### config.mk
export PLATFORM = sky130hd
export DESIGN_NAME = floorshift_exp2
export DESIGN_NICKNAME = d
export VERILOG_FILES = /design/src/rtl/floorshift_pkg.sv /design/src/rtl/floorshift_convround.sv /design/src/rtl/floorshift_exp2.sv
export SDC_FILE = /design/constraint.sdc
export NUM_CORES = 1
export LEC_CHECK = 0
export CORE_UTILIZATION = 35
export DETAILED_ROUTE_END_ITERATION = 12
export PLACE_DENSITY = 0.65
export SETUP_SLACK_MARGIN = 0.15
export SYNTH_ARGS = -nofsm -noshare
export SYNTH_HDL_FRONTEND = slang
export SYNTH_SLANG_ARGS = --single-unit
### constraint.sdc
create_clock -name clk_i -period 4.7 [get_ports clk_i]
set_input_delay 0.94 -clock clk_i [delete_from_list [all_inputs] [get_ports clk_i]]
set_output_delay 0.94 -clock clk_i [all_outputs]
set_load 0.1 [all_outputs]
### src/rtl/floorshift_pkg.sv
// rtl/floorshift_pkg.sv - shared constants, state type and latency helper for the floorshift log2/exp2 pair
//
// Contents:
//   INT_BITS            width of the integer part of a floorshift log2 value
//   fs_state_t          conversion FSM states
//   floorshift_latency  fixed calc-to-valid latency for a given output width

package floorshift_pkg;

    localparam int INT_BITS = 5;

    typedef enum logic [1:0] {
        IDLE,
        SHIFT,
        RND,
        WAIT
    } fs_state_t;

    // Worst case is OUT_BITS-1 shift cycles plus the SHIFT exit and RND cycles;
    // the extra edge lets the WAIT state emit every result on the same schedule.
    function automatic int floorshift_latency(input int out_bits);
        return out_bits + 2;
    endfunction

endpackage

### src/rtl/floorshift_convround.sv
// rtl/floorshift_convround.sv - combinational round/saturate stage for floorshift conversions
//
// Ports:
//   mant     in   OUT_BITS+FRAC_BITS+1  fixed-point value, binary point FRAC_BITS from the LSB
//   int_sat  in   1                     integer part already known to overflow the output
//   out      out  OUT_BITS              rounded (or truncated) integer, all-ones when saturated
//   sat      out  1                     result saturated

module floorshift_convround #(
    parameter int    FRAC_BITS = 8,
    parameter int    OUT_BITS  = 20,
    parameter string ROUND     = "TRUE"
) (
    input  logic [OUT_BITS+FRAC_BITS:0] mant,
    input  logic                        int_sat,
    output logic [OUT_BITS-1:0]         out,
    output logic                        sat
);

    localparam bit                   DO_ROUND = (ROUND == "TRUE");
    localparam logic [FRAC_BITS-1:0] HALF     = {1'b1, {(FRAC_BITS-1){1'b0}}};

    logic [OUT_BITS:0]    q;
    logic [OUT_BITS:0]    qr;
    logic [FRAC_BITS-1:0] r;
    logic                 round_up;

    always_comb begin
        q        = mant[OUT_BITS+FRAC_BITS:FRAC_BITS];
        r        = mant[FRAC_BITS-1:0];
        // Round half to even so repeated log/antilog passes carry no bias.
        round_up = DO_ROUND && ((r > HALF) || ((r == HALF) && q[0]));
        qr       = q + {{OUT_BITS{1'b0}}, round_up};
        // q has one spare bit so a rounding carry past the output range is visible.
        if (int_sat || qr[OUT_BITS]) begin
            out = '1;
            sat = 1'b1;
        end else begin
            out = qr[OUT_BITS-1:0];
            sat = 1'b0;
        end
    end

endmodule

### src/rtl/floorshift_exp2.sv
// rtl/floorshift_exp2.sv - iterative shift-based antilog, 2^(I.F) ~= (1.F) << I, fixed latency
//
// Ports:
//   clk_i    in   1              clock
//   rst_i    in   1              synchronous active-high reset
//   in_i     in   FRAC_BITS+5    log2 value {int[4:0], frac[FRAC_BITS-1:0]}
//   calc_i   in   1              start pulse, in_i sampled on the same edge; restarts a busy conversion
//   out_o    out  OUT_BITS       linear result, held until the next result
//   sat_o    out  1              result saturated, held alongside out_o
//   busy_o   out  1              conversion in progress
//   valid_o  out  1              one-cycle pulse when out_o/sat_o update

module floorshift_exp2
    import floorshift_pkg::*;
#(
    parameter int    FRAC_BITS = 8,
    parameter int    OUT_BITS  = 20,
    parameter string ROUND     = "TRUE"
) (
    input  logic                          clk_i,
    input  logic                          rst_i,
    input  logic [FRAC_BITS+INT_BITS-1:0] in_i,
    input  logic                          calc_i,
    output logic [OUT_BITS-1:0]           out_o,
    output logic                          sat_o,
    output logic                          busy_o,
    output logic                          valid_o
);

    localparam int IN_W    = FRAC_BITS + INT_BITS;
    localparam int MANT_W  = OUT_BITS + FRAC_BITS + 1;
    localparam int LATENCY = floorshift_latency(OUT_BITS);
    localparam int TMR_W   = $clog2(LATENCY + 1);

    localparam logic [INT_BITS-1:0] SAT_INT  = INT_BITS'(OUT_BITS);
    localparam logic [TMR_W-1:0]    TMR_LOAD = TMR_W'(LATENCY - 1);

    fs_state_t             state;
    logic [MANT_W-1:0]     mant;
    logic [INT_BITS-1:0]   shcnt;
    logic                  sat_pend;
    logic [TMR_W-1:0]      tmr;
    logic [OUT_BITS-1:0]   res;
    logic                  res_sat;

    logic [INT_BITS-1:0]   in_int;
    logic [FRAC_BITS-1:0]  in_frac;
    logic                  in_ovf;
    logic [OUT_BITS-1:0]   cr_out;
    logic                  cr_sat;

    assign in_int  = in_i[IN_W-1:FRAC_BITS];
    assign in_frac = in_i[FRAC_BITS-1:0];
    assign in_ovf  = (in_int >= SAT_INT);

    floorshift_convround #(
        .FRAC_BITS (FRAC_BITS),
        .OUT_BITS  (OUT_BITS),
        .ROUND     (ROUND)
    ) u_convround (
        .mant    (mant),
        .int_sat (sat_pend),
        .out     (cr_out),
        .sat     (cr_sat)
    );

    // The timer is loaded with LATENCY-1 on the calc edge and reaches zero on the
    // edge before the emit edge, so WAIT releases exactly LATENCY edges after calc
    // regardless of how many shift cycles the integer part needed.
    always_ff @(posedge clk_i) begin
        if (rst_i) begin
            state    <= IDLE;
            mant     <= '0;
            shcnt    <= '0;
            sat_pend <= 1'b0;
            tmr      <= '0;
            res      <= '0;
            res_sat  <= 1'b0;
            out_o    <= '0;
            sat_o    <= 1'b0;
            busy_o   <= 1'b0;
            valid_o  <= 1'b0;
        end else begin
            valid_o <= 1'b0;
            if (tmr != '0) begin
                tmr <= tmr - 1'b1;
            end

            if (calc_i) begin
                // A new calc always wins: any conversion in flight is dropped and
                // out_o keeps the last completed value.
                mant     <= {{(MANT_W-FRAC_BITS-1){1'b0}}, 1'b1, in_frac};
                shcnt    <= in_int;
                sat_pend <= in_ovf;
                tmr      <= TMR_LOAD;
                busy_o   <= 1'b1;
                state    <= in_ovf ? RND : SHIFT;
            end else begin
                case (state)
                    IDLE: begin
                    end
                    SHIFT: begin
                        if (shcnt != '0) begin
                            mant  <= mant << 1;
                            shcnt <= shcnt - 1'b1;
                        end else begin
                            state <= RND;
                        end
                    end
                    RND: begin
                        res     <= cr_out;
                        res_sat <= cr_sat;
                        state   <= WAIT;
                    end
                    WAIT: begin
                        if (tmr == '0) begin
                            out_o   <= res;
                            sat_o   <= res_sat;
                            valid_o <= 1'b1;
                            busy_o  <= 1'b0;
                            state   <= IDLE;
                        end
                    end
                    default: state <= IDLE;
                endcase
            end
        end
    end

endmodule

# Word level (Yosys, flattened, before mapping)
# Index checks and enable logic that the tools add are counted.
[totals]
ff_bits = 86
in_bits = 16
[classes]
add_sub_neg = 3
order_cmp = 2
n_eq_ne = 6
mux = 19
n_bitwise = 2
n_reduce_logical = 20
[ops]
columns = ["op", "n"]
rows = [
  ["$mux 9", 3],
  ["$mux 5", 5],
  ["$add 21x1->21", 1],
  ["$mux 20", 1],
  ["$reduce_bool 2->1", 5],
  ["$reduce_bool 5->1", 2],
  ["$sub 5x1->5 const B", 2],
  ["$eq 8x8->1 const B", 1],
  ["$gt 8x8->1 const B", 1],
  ["$mux 2", 4],
  ["$reduce_and 2->1", 4],
  ["$ne 3x3->1 const B", 2],
  ["$pmux 2 s3", 1],
  ["$reduce_and 3->1", 2],
  ["$ge 5x5->1 const B", 1],
  ["$logic_not 5->1", 1],
  ["$mux 1", 5],
  ["$eq 2x2->1 const B", 2],
  ["$reduce_bool 4->1", 1],
  ["$reduce_or 3->1", 1],
  ["$eq 2x1->1 const B", 1],
  ["$logic_or 1x1->1", 2],
  ["$not 1->1", 2],
  ["$reduce_or 2->1", 1],
  ["$logic_and 1x1->1", 1],
]

# Logic depth before layout (Yosys ltp)
[depth]
ltp_word = 6
mapped_depth = 10
ltp_nobuf = 9

# Hierarchy
# From an unflattened synthesis, not the netlist that was laid out.
[unflattened]
hier_cells = 504
area_unflattened_um2 = 3906.2
[modules_own_cells]
columns = ["mod", "n_inst", "cells_each", "area_per_inst_um2"]
rows = [
  ["floorshift_exp2", 1, 411, 3321.9],
  ["floorshift_convround", 1, 93, 584.3],
]

# Least setup slack after synthesis
# OpenSTA, ideal clock, no wires.
[synth_path]
path_kind = "register to register"
start = "reg mant[8]"
end = "reg res[12]"
setup_ps = 142
arrival_ps = 2129
required_ps = 4558
slack_ps = 2429
stages_incl_launch_ff = 11
synth_period_minus_slack_ps = 2271
path_cell_list = "dfxtp_1 nor4_1 a21boi_0 ha_1 ha_1 nand3_1 nor3_4 a31oi_2 nor3_4 buf_6 a211oi_2"
[synth_via]
elab_chain_len = 5
[synth_lines]
columns = ["item", "line", "rtl"]
rows = [
  ["start: declaration", "floorshift_exp2.sv:39", "logic [MANT_W-1:0] mant;"],
  ["start signal: assignment", "floorshift_exp2.sv:92", "mant <= {{(MANT_W-FRAC_BITS-1){1'b0}}, 1'b1, in_frac};"],
  ["start signal: assignment", "floorshift_exp2.sv:104", "mant <= mant << 1;"],
  ["$logic_and 1x1->1", "floorshift_convround.sv:32", "round_up = DO_ROUND && ((r > HALF) || ((r == HALF) && q[0]));"],
  ["$logic_or 1x1->1", "floorshift_convround.sv:32", ""],
  ["$add 21x1->21 *", "floorshift_convround.sv:33", "qr = q + {{OUT_BITS{1'b0}}, round_up};"],
  ["$logic_or 1x1->1", "floorshift_convround.sv:35", "if (int_sat || qr[OUT_BITS]) begin"],
  ["$mux 20 *", "floorshift_convround.sv:35", ""],
  ["end signal: assignment", "floorshift_exp2.sv:111", "res <= cr_out;"],
  ["end: declaration", "floorshift_exp2.sv:43", "logic [OUT_BITS-1:0] res;"],
]
# Every way passes the cells marked *; elsewhere a longest branch is shown, timed or not.
# A chain may end at the register's enable or synchronous reset.

# Worst setup path after layout
[layout_path]
start = "in calc_i"
end = "reg res[3]"
[layout_via]
elab_chain_len = 2
[layout_lines]
columns = ["item", "line", "rtl"]
rows = [
  ["start: declaration", "floorshift_exp2.sv:23", "input logic calc_i,"],
  ["$not 1->1 (no line)", "--", ""],
  ["$reduce_and 2->1 (no line)", "--", ""],
]
# Every way passes these cells.

==> impl_results.html <==
<table>
<tr><th>Metric</th><th>Value</th></tr>
<tr><th colspan="2">Global route</th></tr>
<tr><td>Aggregate global routing overflow</td><td>0</td></tr>
<tr><td>Via count of the first global-routing pass</td><td>2741</td></tr>
<tr><td>Antenna violations before repair</td><td>0</td></tr>
<tr><td>Pin count of the biggest net entering global routing</td><td>33</td></tr>
<tr><td>Wire length of the first global-routing pass</td><td>12830 um</td></tr>
<tr><td>GRT Total Usage</td><td>0.1408</td></tr>
<tr><th colspan="2">STA</th></tr>
<tr><td>Achievable frequency</td><td>338.7 MHz</td></tr>
<tr><td>Number of hold violations in the final report</td><td>0</td></tr>
<tr><td>Relative slew margins</td><td>0.1693</td></tr>
<tr><td>Sum Neg Setup Slack</td><td>0 ps</td></tr>
<tr><td>Largest clock skew in the final design</td><td>9.398 ps</td></tr>
<tr><td>Crit path setup slack, layout</td><td>1747 ps</td></tr>
<tr><td>Setup repair after global routing missed its margin</td><td>no</td></tr>
<tr><td>Fin crit period</td><td>2953 ps</td></tr>
<tr><td>Pins Over Slew Limit</td><td>0</td></tr>
<tr><td>Final count of negative-setup-slack endpoints</td><td>0</td></tr>
<tr><td>Part of the cycle the worst path needs</td><td>0.6283</td></tr>
<tr><td>Transition at the pin with the smallest max-transition slack</td><td>1246 ps</td></tr>
<tr><th colspan="2">Drt</th></tr>
<tr><td>Remaining antenna violation count after routing</td><td>0</td></tr>
<tr><td>First-pass detailed-route iteration total</td><td>4</td></tr>
<tr><td>Post-DR wirelength/cell</td><td>12.40 um</td></tr>
<tr><td>Wire length on met2</td><td>3161 um</td></tr>
<tr><td>Remaining routing DRC violations</td><td>0</td></tr>
<tr><td>Vias after detailed routing</td><td>2841</td></tr>
<tr><td>Drt total wl</td><td>7152 um</td></tr>
<tr><td>Number of DRC violations after detailed-routing iteration 0</td><td>132</td></tr>
<tr><td>Met1 Routed Length</td><td>3721 um</td></tr>
<tr><td>Average vias per placed instance</td><td>4.924</td></tr>
<tr><td>Met3 WL post-DR</td><td>170 um</td></tr>
<tr><td>Highest metal layer used by the detailed router</td><td>met4</td></tr>
<tr><th colspan="2">Power and ir drop</th></tr>
<tr><td>Pwr/cell area</td><td>340.4 nW/um^2</td></tr>
<tr><td>Worst ir drop on vdd</td><td>0.1379 mV</td></tr>
<tr><td>Final Power</td><td>1.490 mW</td></tr>
<tr><td>Standby leakage power</td><td>1.475 nW</td></tr>
<tr><th colspan="2">Place</th></tr>
<tr><td>Port Buffers</td><td>38</td></tr>
<tr><td>Routability congestion estimate</td><td>0.7271</td></tr>
<tr><td>Worst-case setup slack after placement</td><td>1384 ps</td></tr>
<tr><td>Post-DP HPWL</td><td>5017 um</td></tr>
<tr><th colspan="2">Floorplan</th></tr>
<tr><td>Die W</td><td>104.6 um</td></tr>
<tr><td>Std cell rows</td><td>37</td></tr>
<tr><td>Floorplan die area</td><td>10940 um^2</td></tr>
<tr><td>Standard cell core area</td><td>10280 um^2</td></tr>
<tr><td>Starting Density</td><td>0.3584</td></tr>
<tr><td>Height of the die</td><td>104.6 um</td></tr>
<tr><td>I/O pin cnt</td><td>39</td></tr>
<tr><th colspan="2">Logic synthesis</th></tr>
<tr><td>Register bit count reported by yosys</td><td>86</td></tr>
<tr><td>Synthesized netlist cell count</td><td>409</td></tr>
<tr><td>Yosys warnings</td><td>0</td></tr>
<tr><td>Post-synthesis sequential area ratio</td><td>0.4674</td></tr>
<tr><td>Total standard cell area after synthesis</td><td>3684 um^2</td></tr>
<tr><td>Mean Syn Cell Area</td><td>9.006 um^2</td></tr>
<tr><td>Distinct cell type count of the synthesized netlist</td><td>44</td></tr>
<tr><td>Syn nets</td><td>436</td></tr>
<tr><th colspan="2">Critical path</th></tr>
<tr><td>Critical path launch point type</td><td>input port</td></tr>
<tr><td>Required time of the critical path</td><td>4880 ps</td></tr>
<tr><td>Cells on worst reg2reg path</td><td>9</td></tr>
<tr><td>CP bufs+invs</td><td>2</td></tr>
<tr><td>CP max FO</td><td>23</td></tr>
<tr><td>Reg2Reg Capture Point</td><td>res[3]</td></tr>
<tr><td>Sort of element at the end of the critical path</td><td>flip-flop</td></tr>
<tr><td>Critical-path cell with the highest stage delay</td><td>nor3_4</td></tr>
<tr><td>Cell breakdown of the critical path</td><td>clkdlybuf4s50_1 &gt; nor2b_1 &gt; buf_4 &gt; nand2_1 &gt; nor3_4 &gt; a211oi_1</td></tr>
<tr><td>Critical register-to-register path startpoint</td><td>mant[8]</td></tr>
<tr><td>Critical path data arrival time</td><td>3130 ps</td></tr>
<tr><td>Reg2reg setup slack</td><td>1810 ps</td></tr>
<tr><td>Worst setup path class</td><td>input port to flip-flop</td></tr>
<tr><td>Critical Path Max Stage Delay</td><td>720 ps</td></tr>
<tr><td>Largest delay share family, worst path</td><td>simple AND/OR/NAND/NOR gates</td></tr>
<tr><th colspan="2">Job</th></tr>
<tr><td>Number of maximum-capacitance constraint violations</td><td>0</td></tr>
<tr><th colspan="2">Clocking</th></tr>
<tr><td>Clock transition time at the flip-flop clock pins of the worst setup and hold paths</td><td>90 ps</td></tr>
<tr><td>Clock insertion delay at the later pin of the skew report</td><td>340 ps</td></tr>
<tr><td>Total number of clock tree sinks</td><td>86</td></tr>
<tr><td>Post-CTS Setup Bufs</td><td>0</td></tr>
<tr><td>Bufs on Longest Clock Path</td><td>2</td></tr>
<tr><td>Clock tree from TritonCTS</td><td>yes</td></tr>
<tr><td>Cts hold-fix bufs</td><td>0</td></tr>
<tr><td>Total CTS buffers</td><td>9</td></tr>
<tr><td>Total of cells resized after clock tree synthesis</td><td>0</td></tr>
<tr><td>Root buffer selected by CTS</td><td>clkbuf_8</td></tr>
<tr><td>Htree depth</td><td>3</td></tr>
<tr><th colspan="2">Final layout</th></tr>
<tr><td>Layout fillers</td><td>1026</td></tr>
<tr><td>Area taken by flip-flops and latches</td><td>1722 um^2</td></tr>
<tr><td>Antenna diode instance count</td><td>0</td></tr>
<tr><td>Relative area change from synthesis to final layout</td><td>18.82%</td></tr>
<tr><td>Most common library cell in the layout ignoring fill and taps</td><td>dfxtp_1</td></tr>
<tr><td>Share of the core filled with cells in the final layout</td><td>0.4259</td></tr>
<tr><td>Highest-count cells in the layout ignoring fill and taps</td><td>dfxtp_1 (86), nand2_1 (75), clkdlybuf4s50_1 (38), nor2_1 (37), a21oi_1 (31)</td></tr>
<tr><td>Fraction of layout cells with a size suffix above 1</td><td>0.09524</td></tr>
<tr><td>Area of the multi-input gates</td><td>1814 um^2</td></tr>
<tr><td>Total Nets Final</td><td>463</td></tr>
<tr><th colspan="2">Worst hold path</th></tr>
<tr><td>Hold path depth</td><td>2</td></tr>
<tr><td>Worst Hold Endpoint</td><td>sat_pend</td></tr>
<tr><td>Hold wc startpoint</td><td>sat_pend</td></tr>
<tr><td>Worst Hold Class</td><td>flip-flop to flip-flop</td></tr>
<tr><th colspan="2">Status</th></tr>
<tr><td>Run status</td><td>finished, final reports clean</td></tr>
</table>
## power breakdown
| part | switching (mW) | total (mW) | internal, mW |
|---|---|---|---|
| registers | 0.0266 | 0.789 | 0.762 |
| logic | 0.102 | 0.171 | 0.0682 |
| clock network | 0.268 | 0.531 | 0.263 |
## cell usage after synthesis
cell | instances | area share
inv_1 | 11 | 0.011
xor2_1 | 12 | 0.029
xnor2_1 | 11 | 0.026
nor3_4 | 2 | 0.0088
nand2_1 | 75 | 0.076
nor4b_2 | 1 | 0.0041
or2_0 | 1 | 0.0017
or3_1 | 1 | 0.0017
a21boi_0 | 1 | 0.0020
nand3_1 | 8 | 0.011
dfxtp_1 | 86 | 0.47
nor2b_1 | 1 | 0.0017
buf_2 | 6 | 0.0082
nor4_1 | 5 | 0.0085
o41a_1 | 1 | 0.0031
and3_1 | 1 | 0.0017
o21a_1 | 1 | 0.0020
and2_1 | 1 | 0.0017
clkbuf_1 | 20 | 0.020
nor3_1 | 5 | 0.0068
or4b_1 | 1 | 0.0027
a311o_1 | 1 | 0.0027
o2111ai_1 | 1 | 0.0024
o211ai_1 | 2 | 0.0041
nor2_1 | 37 | 0.038
a31oi_2 | 1 | 0.0034
nand4_1 | 4 | 0.0068
a21oi_1 | 31 | 0.042
a22o_1 | 21 | 0.050
mux2i_1 | 2 | 0.0054
nand4_2 | 1 | 0.0034
buf_6 | 1 | 0.0031
o21ai_0 | 3 | 0.0041
a311oi_1 | 8 | 0.019
clkinv_1 | 1 | 0.0010
a211oi_1 | 12 | 0.024
nor3b_2 | 1 | 0.0034
nor3_2 | 2 | 0.0054
or2_2 | 2 | 0.0034
a31oi_1 | 3 | 0.0051
and4_1 | 3 | 0.0071
ha_1 | 11 | 0.037
o41ai_1 | 1 | 0.0024
a211oi_2 | 9 | 0.031
## flip-flops by register name, indices dropped and copies added (netlist names)
register	count
tmr	5
valid_o	1
out_o	20
mant	29
busy_o	1
res	20
sat_o	1
shcnt	5
sat_pend	1
res_sat	1
state	2
## stage by stage
step,hold slack (ps),cells,instance area (um^2)
finish,462.1,577,4377
global route,494.0,577,4377
CTS,469.5,577,4377
detailed placement,457.2,561,4169
global placement,448.7,561,4169
floorplan,436.3,409,3684
## metal layers
layer / global-route usage / vias to the layer above
met5: 0 / -
met4: 0.06036 / 0
met3: 0.01747 / 8
met2: 0.2133 / 45
met1: 0.2008 / 1309
li1: - / 1479
## area by class of cell
cell class | instances | area share
clock buffer | 10 | 0.03145
inverter | 12 | 0.01029
tap | 136 | 0.03888
multi-input combinational | 284 | 0.4145
sequential | 86 | 0.3934
clock inverter | 6 | 0.01601
timing repair buffer | 43 | 0.09548
## worst max path at each step
stage / startpoint / end / slack, ps / depth (start not counted)
floorplan: mant[8] / res[12] / 2430 / 10
global placement: calc_i / res[9] / 1450 / 6
detailed placement: calc_i / res[3] / 1380 / 6
CTS: calc_i / res[8] / 1750 / 6
global route: mant[8] / res[3] / 1480 / 9
finish: calc_i / res[3] / 1750 / 6
## kinds of logic after synthesis
logic type | Yosys count | synth area share
muxes | 2 | 0.005435
AOI/OAI and AO/OA | 96 | 0.1974
adders and majority gates | 11 | 0.03736
buffers and inverters | 39 | 0.04382
xor gates and xnor gates | 23 | 0.05469
and+or+nand+nor | 152 | 0.1940
DFF | 86 | 0.4674
## worst register-to-register path: stages, from the launching register on
cell	delay (ps)
dfxtp_1	390
nor4_1	70
a21boi_0	210
ha_1	240
ha_1	220
nand3_1	160
nor3_4	350
a31oi_2	200
nor3_4	710
a211oi_1	170
No activity file was read; power rests on OpenSTA's default activity.
